File: config.mk
export PLATFORM = sky130hd
export DESIGN_NAME = div_seq_param
export DESIGN_NICKNAME = d
export VERILOG_FILES = /design/src/rtl/div_seq_param.sv
export SDC_FILE = /design/constraint.sdc
export NUM_CORES = 1
export LEC_CHECK = 0
export ABC_CLOCK_PERIOD_IN_PS = 4150
export CAP_MARGIN = 20
export CORE_UTILIZATION = 58
export DETAILED_ROUTE_END_ITERATION = 8
export HOLD_SLACK_MARGIN = 0.15
export PLACE_DENSITY = 0.87
export SYNTH_ARGS = -nofsm -noshare
export SYNTH_HDL_FRONTEND = slang
export SYNTH_SLANG_ARGS = --single-unit
File: constraint.sdc
create_clock -name clk -period 4.15 [get_ports clk]
set_input_delay 0.6225 -clock clk [delete_from_list [all_inputs] [get_ports clk]]
set_output_delay 0.6225 -clock clk [all_outputs]
set_load 0.01 [all_outputs]
File: src/rtl/div_seq_param.sv
`default_nettype none
// +----------------------------------------------------------------------------+
// | div_seq_param : iterative radix-2 restoring divider, unsigned or signed    |
// | Revision      : 1.0                                                        |
// +----------------------------------------------------------------------------+
module div_seq_param #(
  parameter int WIDTH     = 32,
  parameter bit SIGNED_EN = 1'b1
) (
  input  logic             clk,
  input  logic             reset,
  input  logic             start,
  input  logic             is_signed,
  input  logic [WIDTH-1:0] number_A,
  input  logic [WIDTH-1:0] number_B,
  output logic [WIDTH-1:0] quotient,
  output logic [WIDTH-1:0] remainder,
  output logic             error,
  output logic             overflow,
  output logic             busy,
  output logic             ready
);

  localparam int               c_CW       = $clog2(WIDTH + 1);
  localparam logic [c_CW-1:0]  c_CNT_INIT = c_CW'(WIDTH);
  localparam logic [c_CW-1:0]  c_CNT_ONE  = c_CW'(1);
  localparam logic [WIDTH-1:0] c_ONE      = {{(WIDTH-1){1'b0}}, 1'b1};
  localparam logic [WIDTH-1:0] c_MIN      = {1'b1, {(WIDTH-1){1'b0}}};

  typedef enum logic [2:0] {
    S_IDLE  = 3'd0,
    S_SETUP = 3'd1,
    S_RUN   = 3'd2,
    S_FIXUP = 3'd3,
    S_ZERO  = 3'd4
  } state_t;

  state_t r_state, w_next;

  logic             w_mode;
  logic [WIDTH-1:0] r_a, r_b;
  logic             r_signed, r_sign_q, r_sign_r, r_ovf;
  logic [WIDTH-1:0] r_dvd;   // dividend bits shift out MSB-first, quotient bits shift in
  logic [WIDTH-1:0] r_dvs;
  logic [WIDTH-1:0] r_rem;
  logic [c_CW-1:0]  r_cnt;

  generate
    if (SIGNED_EN) begin : g_signed
      assign w_mode = is_signed;
    end else begin : g_unsigned
      assign w_mode = 1'b0;
    end
  endgenerate

  logic             w_a_neg, w_b_neg;
  logic [WIDTH-1:0] w_a_mag, w_b_mag;
  logic [WIDTH:0]   w_shift, w_diff;
  logic             w_qbit;

  assign w_a_neg = r_signed & r_a[WIDTH-1];
  assign w_b_neg = r_signed & r_b[WIDTH-1];
  assign w_a_mag = w_a_neg ? (~r_a + c_ONE) : r_a;
  assign w_b_mag = w_b_neg ? (~r_b + c_ONE) : r_b;

  // Borrow out of the (WIDTH+1)-bit trial subtraction means the divisor did not fit.
  assign w_shift = {r_rem, r_dvd[WIDTH-1]};
  assign w_diff  = w_shift - {1'b0, r_dvs};
  assign w_qbit  = ~w_diff[WIDTH];

  always_ff @(posedge clk or negedge reset) begin
    if (!reset) r_state <= S_IDLE;
    else        r_state <= w_next;
  end

  always_comb begin
    w_next = r_state;
    case (r_state)
      S_IDLE:  if (start) w_next = (number_B == '0) ? S_ZERO : S_SETUP;
      S_SETUP: w_next = S_RUN;
      S_RUN:   if (r_cnt == c_CNT_ONE) w_next = S_FIXUP;
      S_FIXUP: w_next = S_IDLE;
      S_ZERO:  w_next = S_IDLE;
      default: w_next = S_IDLE;
    endcase
  end

  always_ff @(posedge clk or negedge reset) begin
    if (!reset) begin
      r_a       <= '0;
      r_b       <= '0;
      r_signed  <= 1'b0;
      r_sign_q  <= 1'b0;
      r_sign_r  <= 1'b0;
      r_ovf     <= 1'b0;
      r_dvd     <= '0;
      r_dvs     <= '0;
      r_rem     <= '0;
      r_cnt     <= '0;
      quotient  <= '0;
      remainder <= '0;
      error     <= 1'b0;
      overflow  <= 1'b0;
      busy      <= 1'b0;
      ready     <= 1'b0;
    end else begin
      ready <= 1'b0;
      case (r_state)
        S_IDLE: begin
          if (start) begin
            r_a      <= number_A;
            r_b      <= number_B;
            r_signed <= w_mode;
            error    <= 1'b0;
            overflow <= 1'b0;
            busy     <= 1'b1;
          end
        end
        S_SETUP: begin
          r_dvd    <= w_a_mag;
          r_dvs    <= w_b_mag;
          r_rem    <= '0;
          r_cnt    <= c_CNT_INIT;
          r_sign_q <= w_a_neg ^ w_b_neg;
          r_sign_r <= w_a_neg;
          r_ovf    <= r_signed && (r_a == c_MIN) && (r_b == '1);
        end
        S_RUN: begin
          r_rem <= w_qbit ? w_diff[WIDTH-1:0] : w_shift[WIDTH-1:0];
          r_dvd <= {r_dvd[WIDTH-2:0], w_qbit};
          r_cnt <= r_cnt - c_CNT_ONE;
        end
        S_FIXUP: begin
          // MIN/-1 falls out naturally: magnitude quotient 2^(WIDTH-1), sign_q=0.
          quotient  <= r_sign_q ? (~r_dvd + c_ONE) : r_dvd;
          remainder <= r_sign_r ? (~r_rem + c_ONE) : r_rem;
          overflow  <= r_ovf;
          ready     <= 1'b1;
          busy      <= 1'b0;
        end
        S_ZERO: begin
          quotient  <= '1;
          remainder <= r_a;
          error     <= 1'b1;
          ready     <= 1'b1;
          busy      <= 1'b0;
        end
        default: ;
      endcase
    end
  end

endmodule
`default_nettype wire

==> impl_metrics.ini, run 1 <==
[yosys]
yosys-top-cells-count = dfrtp_1 (241), o21ai_0 (175), nand2_1 (158)
syn-num-nets = 1605
synth.avg_cell_area_um2 = 9.29
synth-seq-cells = 241
synth_area_um2 = 13900
yosys.cell_types.count = 69
ys_seq_area_share_pct = 43.4
synth.most_common_cell = dfrtp_1
synth_edf_count = 0
yosysWarnings = 0
syn_inst = 1497
synth_top_area_cell = dfrtp_1
synth_ff_type = dfrtp_1
synth_top_cell_area_share_pct = 43.4
synthArstFlopShare_pct = 100
synth.area.top_cells = dfrtp_1 (43%), o21ai_0 (6.3%), xor2_1 (5.2%)

[power_and_ir_drop]
internal_power_mw = 8.53
p_leak_nw = 6.84
vdd_drop_max_v = 0.000579
netSwitchingPower_mw = 6.82
power_mw = 15.4
power_frac_comb_pct = 52.9
sw_frac_of_total_pct = 44.4
clockPowerShare_pct = 15.2
p_seq_share_pct = 31.9
power_density_nw_per_um2 = 936

[worst_setup_path]
rr_worst_depth = 12
critical_path.startpoint = r_dvd[31]
cp_cell_sequence = inv_1, ha_1, fa_1, nand2b_1, a21oi_1, a22oi_1, o211a_1, o21ai_0, o311ai_1, nor2_1, nand2_1, a32o_1
timing.rr.end = r_rem[1]
slowest_stage = nor2_1
cp-start-kind = flip-flop
r2r_start = r_dvd[31]
end_kind = flip-flop
crit_arrival_ns = 4.30
cpPeakStageDelay_ns = 0.58
r2r_slack_ns = 0.28
worst_ep_required_time_ns = 4.57
worst-path-max-fanout = 10
criticalPathCategory = reg -> reg

[die]
die_h_um = 157
die_w_um = 157
row_count = 56
start_util_pct = 59.2
core_area_um2 = 23500
die-area_um2 = 24600
pin_count = 136

[final_layout]
multiInputGateArea_um2 = 7350
synthToLayoutAreaGrowth_pct = 17.9
antenna_cells = 0
design_area_um2 = 16400
regArea_um2 = 6030
stdcell_count = 1936
final.fill_count = 1690
final_core_util_pct = 69.8
drive_gt1_share_pct = 8.72
nets = 1706

[sta]
finalCriticalPeriod_ns = 3.87
period_share_pct = 93.4
hold_viol = 0
setup_viol = 0
drv_slew = 0
worst-slew-pin-transition_ns = 0.985
finClkSkew_ns = 0.0158
hold_slack_ns = 0.118
fmax_mhz = 258
grt_setup_unrepaired = no
fin_ws_ns = 0.275
maxSlewHeadroom_pct = 32.7
tns_ns = 0

[min_path]
hold_path_class = in -> async

[detailed_routing]
ant_nets = 0
num_vias = 12000
drc = 0
dr.pass1.iters = 5
post_drt_wl_per_cell_um = 19.3
drt_iter0_drc = 916
wl_um = 37300
via_per_inst = 6.22

[cts]
ctsHoldBuffers = 0
htree_levels = 1
insertion_delay_ns = 0.54
post_cts_resize_count = 0
clk_path_buf_depth = 3
root_buffer = clkbuf_16
cts_setup_buffers = 0
cts.reportedPaths.clkPinSlew_ns = 0.07
numCtsBuffers = 26
cts_tree = yes
clock_sinks = 241

[placement]
pre_cts_slack_ns = 0.401
placedCellCount = 1888
place_congestion = 0.895
placed_area_um2 = 15500
dp_hpwl_um = 26400
io_buffers = 135

[status]
status = completed

[grt]
grt_pass1_vias = 11900
grt-ovfl-total = 0
grt_max_degree = 122
antenna_found_initial = 0
grt_usage_pct = 31.2
grt_pass1_wl_um = 60600

[job]
max_cap_viol_count = 0
## layout make-up
class,instances,share of cell area [%]
Clock inverter,10,0.695
Timing Repair Buffer,156,9.36
Multi-Input combinational cell,1116,44.8
Tap cell,319,2.43
Inverter,57,1.31
Clock buffer,37,4.59
Sequential cell,241,36.8
## flip-flops by register name, summed over array words and instances (netlist names), 3 cells and up
name and count:
quotient 32, r_a 32, r_b 32, r_cnt 6
r_dvd 32, r_dvs 32, r_rem 32, r_state 3
remainder 32
## worst max-delay path, delay by kind of cell, from the launching register on
family | cells | cell delay [ns]
AND/OR/NAND/NOR | 3 | 0.93
AO/OA/AOI/OAI | 6 | 1.74
buffers and inverters | 1 | 0.10
flip-flops | 1 | 0.35
adder cells (fa/ha/maj) | 2 | 0.63
## power by group through the flow
stage,Combinational [mW],Sequential (mW),Clock [mW]
5_1_grt,8.96,5.02,2.46
2_1_floorplan,5.79,4.50,0
3_3_place_gp,7.68,4.77,0
3_5_place_dp,7.94,4.85,0
4_1_cts,8.06,4.84,2.36
6_report,8.11,4.90,2.34
## worst max path at each step
stage                     depth (start not counted)         to
after floorplan                                  13  r_rem[24]
after global placement                           12   r_rem[0]
after detailed placement                         12   r_rem[1]
after CTS                                        12   r_rem[1]
after global routing                             12   r_rem[1]
final                                            12   r_rem[1]
## layer usage
metal | up-vias | wire length [µm] | GRT usage [%]
li1 | 5575 | - | -
met1 | 5870 | 14800 | 39.1
met2 | 511 | 19000 | 55.2
met3 | 82 | 2560 | 4.13
met4 | 0 | 1010 | 10.4
met5 | - | 0 | 0
## layout by cell type, fill, tap and decap left out, types with 10 or more instances in the layout
cell type,netlist,final
and3_1,11,11
a31oi_1,10,10
o31ai_1,23,23
nor3_1,14,14
o21ai_0,175,175
mux2_2,56,56
or4_1,11,11
ha_1,39,39
a21oi_1,102,102
nand2_1,158,158
mux2i_1,32,32
a22oi_1,38,38
inv_1,56,56
nor2_1,100,99
xnor2_1,63,63
o41ai_1,17,17
nand4_1,13,13
or3_1,12,12
clkbuf_16,0,26
buf_4,3,19
a21o_1,16,16
dfrtp_1,241,241
nand3_1,14,14
nor4_1,23,23
nand2b_1,10,10
xor2_1,82,82
clkdlybuf4s50_1,0,134
## cells by family (layout without fill, tap and decap cells)
family | after synthesis | after routing | share of synthesized area [%]
compound gates | 437 | 437 | 19.2
simple gates | 406 | 406 | 13.9
flops | 241 | 241 | 43.4
xor+xnor | 145 | 145 | 9.13
buf+inv | 140 | 260 | 3.87
mux | 88 | 88 | 6.84
fa+ha+maj | 40 | 40 | 3.65
Note: power is estimated with default switching activity, not from simulation.
==> inputs of run 2 (changes only) <==
- CELL_PAD_IN_SITES_DETAIL_PLACEMENT: unset -> 1
- CELL_PAD_IN_SITES_GLOBAL_PLACEMENT: unset -> 2
- CORE_MARGIN: unset -> 2
- CORE_UTILIZATION: 58 -> 36
- PLACE_DENSITY: 0.87 -> 0.86
==> impl_metrics.ini, run 2 (synthesized netlist as in run 1, its figures left out) <==
[die]
row_count = 71
start_util_pct = 36.7
pin_count = 136
die_h_um = 201
die-area_um2 = 40200
core_area_um2 = 37800
die_w_um = 201

[detailed_routing]
post_drt_wl_per_cell_um = 19.7
drc = 0
via_per_inst = 5.41
drt_iter0_drc = 436
num_vias = 11600
dr.pass1.iters = 4
ant_nets = 0
wl_um = 42300

[cts]
numCtsBuffers = 30
cts_tree = yes
root_buffer = clkbuf_16
htree_levels = 1
insertion_delay_ns = 0.59
clock_sinks = 241
cts.reportedPaths.clkPinSlew_ns = 0.06
cts_setup_buffers = 0
clk_path_buf_depth = 3

[grt]
antenna_found_initial = 2
met3_usage_pct = 3.08
grt_max_degree = 98
grt_usage_pct = 21.1
grt_pass1_vias = 12300
top_usage_layer = met2
use_met2_pct = 37.3
grt.met1_usage_pct = 27.3
grt-ovfl-total = 0
grt_pass1_wl_um = 68900

[sta]
hold_slack_ns = 0.475
worst-slew-pin-transition_ns = 0.931
maxSlewHeadroom_pct = 37.8
hold_viol = 0
period_share_pct = 93.5
drv_slew = 0
tns_ns = 0
finalCriticalPeriod_ns = 3.88
fin_ws_ns = 0.269
setup_viol = 0
fmax_mhz = 258
finClkSkew_ns = 0.0352
grt_setup_unrepaired = no

[final_layout]
final_core_util_pct = 44.7
drive_gt1_share_pct = 9.57
design_area_um2 = 16900
antenna_cells = 0
synthToLayoutAreaGrowth_pct = 21.6
most-common-layout-cells = dfrtp_1 (241), o21ai_0 (175), nand2_1 (158)
final_common_cell = dfrtp_1
nets = 1717

[power_and_ir_drop]
netSwitchingPower_mw = 7.00
p_leak_nw = 6.98
internal_power_mw = 8.94
clockPowerShare_pct = 17.5
power_frac_comb_pct = 51.9
power_density_nw_per_um2 = 943
vdd_drop_max_v = 0.000431
sw_frac_of_total_pct = 43.9
p_seq_share_pct = 30.6

[worst_setup_path]
worst-path-max-fanout = 19
end_kind = flip-flop
worst_ep_required_time_ns = 4.60
criticalPathCategory = reg -> reg
cp-start-kind = flip-flop
cp_top_family = compound AO/OA/AOI/OAI gates
crit_top_cell = a21o_1
slowest_stage = a2111oi_0
crit_arrival_ns = 4.33
crit_buf_inv = 1
r2r_start = r_rem[24]
cpPeakStageDelay_ns = 0.72
critical_path.startpoint = r_rem[24]
cp_cell_sequence = ha_1, a21o_1, a21o_1, a21o_1, a2111oi_0, nor2_1, o311ai_1, or2_1, buf_12, mux2i_1, o21ai_0

[placement]
place_congestion = 0.834
io_buffers = 135
dp_hpwl_um = 31400
pre_cts_slack_ns = 0.345
placed_area_um2 = 15800

[status]
status = completed

[job]
max_cap_viol_count = 0

[min_path]
hp-start = r_dvs[8]
hold_path_class = reg -> reg
==> run 2: cell count changes in the layout (fill, tap and decap cells not counted) <==
cell,previous run,this run
buf_8,2,1
bufinv_16,2,5
clkinv_16,0,1
dlygate4sd3_1,0,1
clkbuf_1,5,3
clkbuf_16,26,30
clkinv_8,1,0
clkinv_2,6,7
buf_12,1,2
nor3b_2,0,1
nor3b_1,3,2
buf_4,19,25
==> run 2: final timing paths <==
kind / endpoint / slack (ns) / cells after the start
setup reg to reg: r_rem[3] / 0.27 / 11
hold / removal: r_dvs[8] / 0.48 / 2
min in group asynchronous: ready / 0.65 / 2
hold reg to reg: r_dvs[8] / 0.48 / 2
max in group asynchronous: r_rem[16] / 2.52 / 3
setup / recovery: r_rem[3] / 0.27 / 11
==> run 2: repair_timing <==
item,in CTS,in global routing
hold buffers,1,0
gates resized for setup,0,0
hold endpoints to repair,89,0
setup endpoints to repair,0,0
==> run 2: metrics by stage <==
step	total power, mW	std cells
2_1_floorplan	10.3	1497
3_3_place_gp	12.9	2087
3_5_place_dp	13.2	2087
4_1_cts	16.1	2141
5_1_grt	17.3	2141
6_report	15.9	2141
==> run 2: power by group through the flow <==
stage               sequential [mW]  clock (mW)  combinational [mW]
detailed placement             4.90           0                8.29
finish                         4.88        2.79                8.27
floorplan                      4.50           0                5.79
CTS                            4.87        2.86                8.36
global route                   5.07        2.96                9.26
global placement               4.84           0                8.10
==> run 2: cell type report <==
class	instances	area (µm²)
clock inverters	14	223
fillers	4354	20900
clock buffers	39	845
flip-flops and latches	241	6030
well taps	511	639
repair buffers	163	1590
multi-input cells	1116	7350
inverters	57	214
==> run 2: tightest hold or removal path, stage by stage, from the launching register on <==
cell and delay [ns]:
dfrtp_1 0.34, nand2_1 0.05, o21ai_0 0.06
==> run 2: layer usage <==
metal / vias to the layer above / share of wire, %
met2: 180 / 49
met3: 60 / 3.5
met4: 0 / 2.3
met1: 5754 / 45
li1: 5581 / -
met5: - / 0
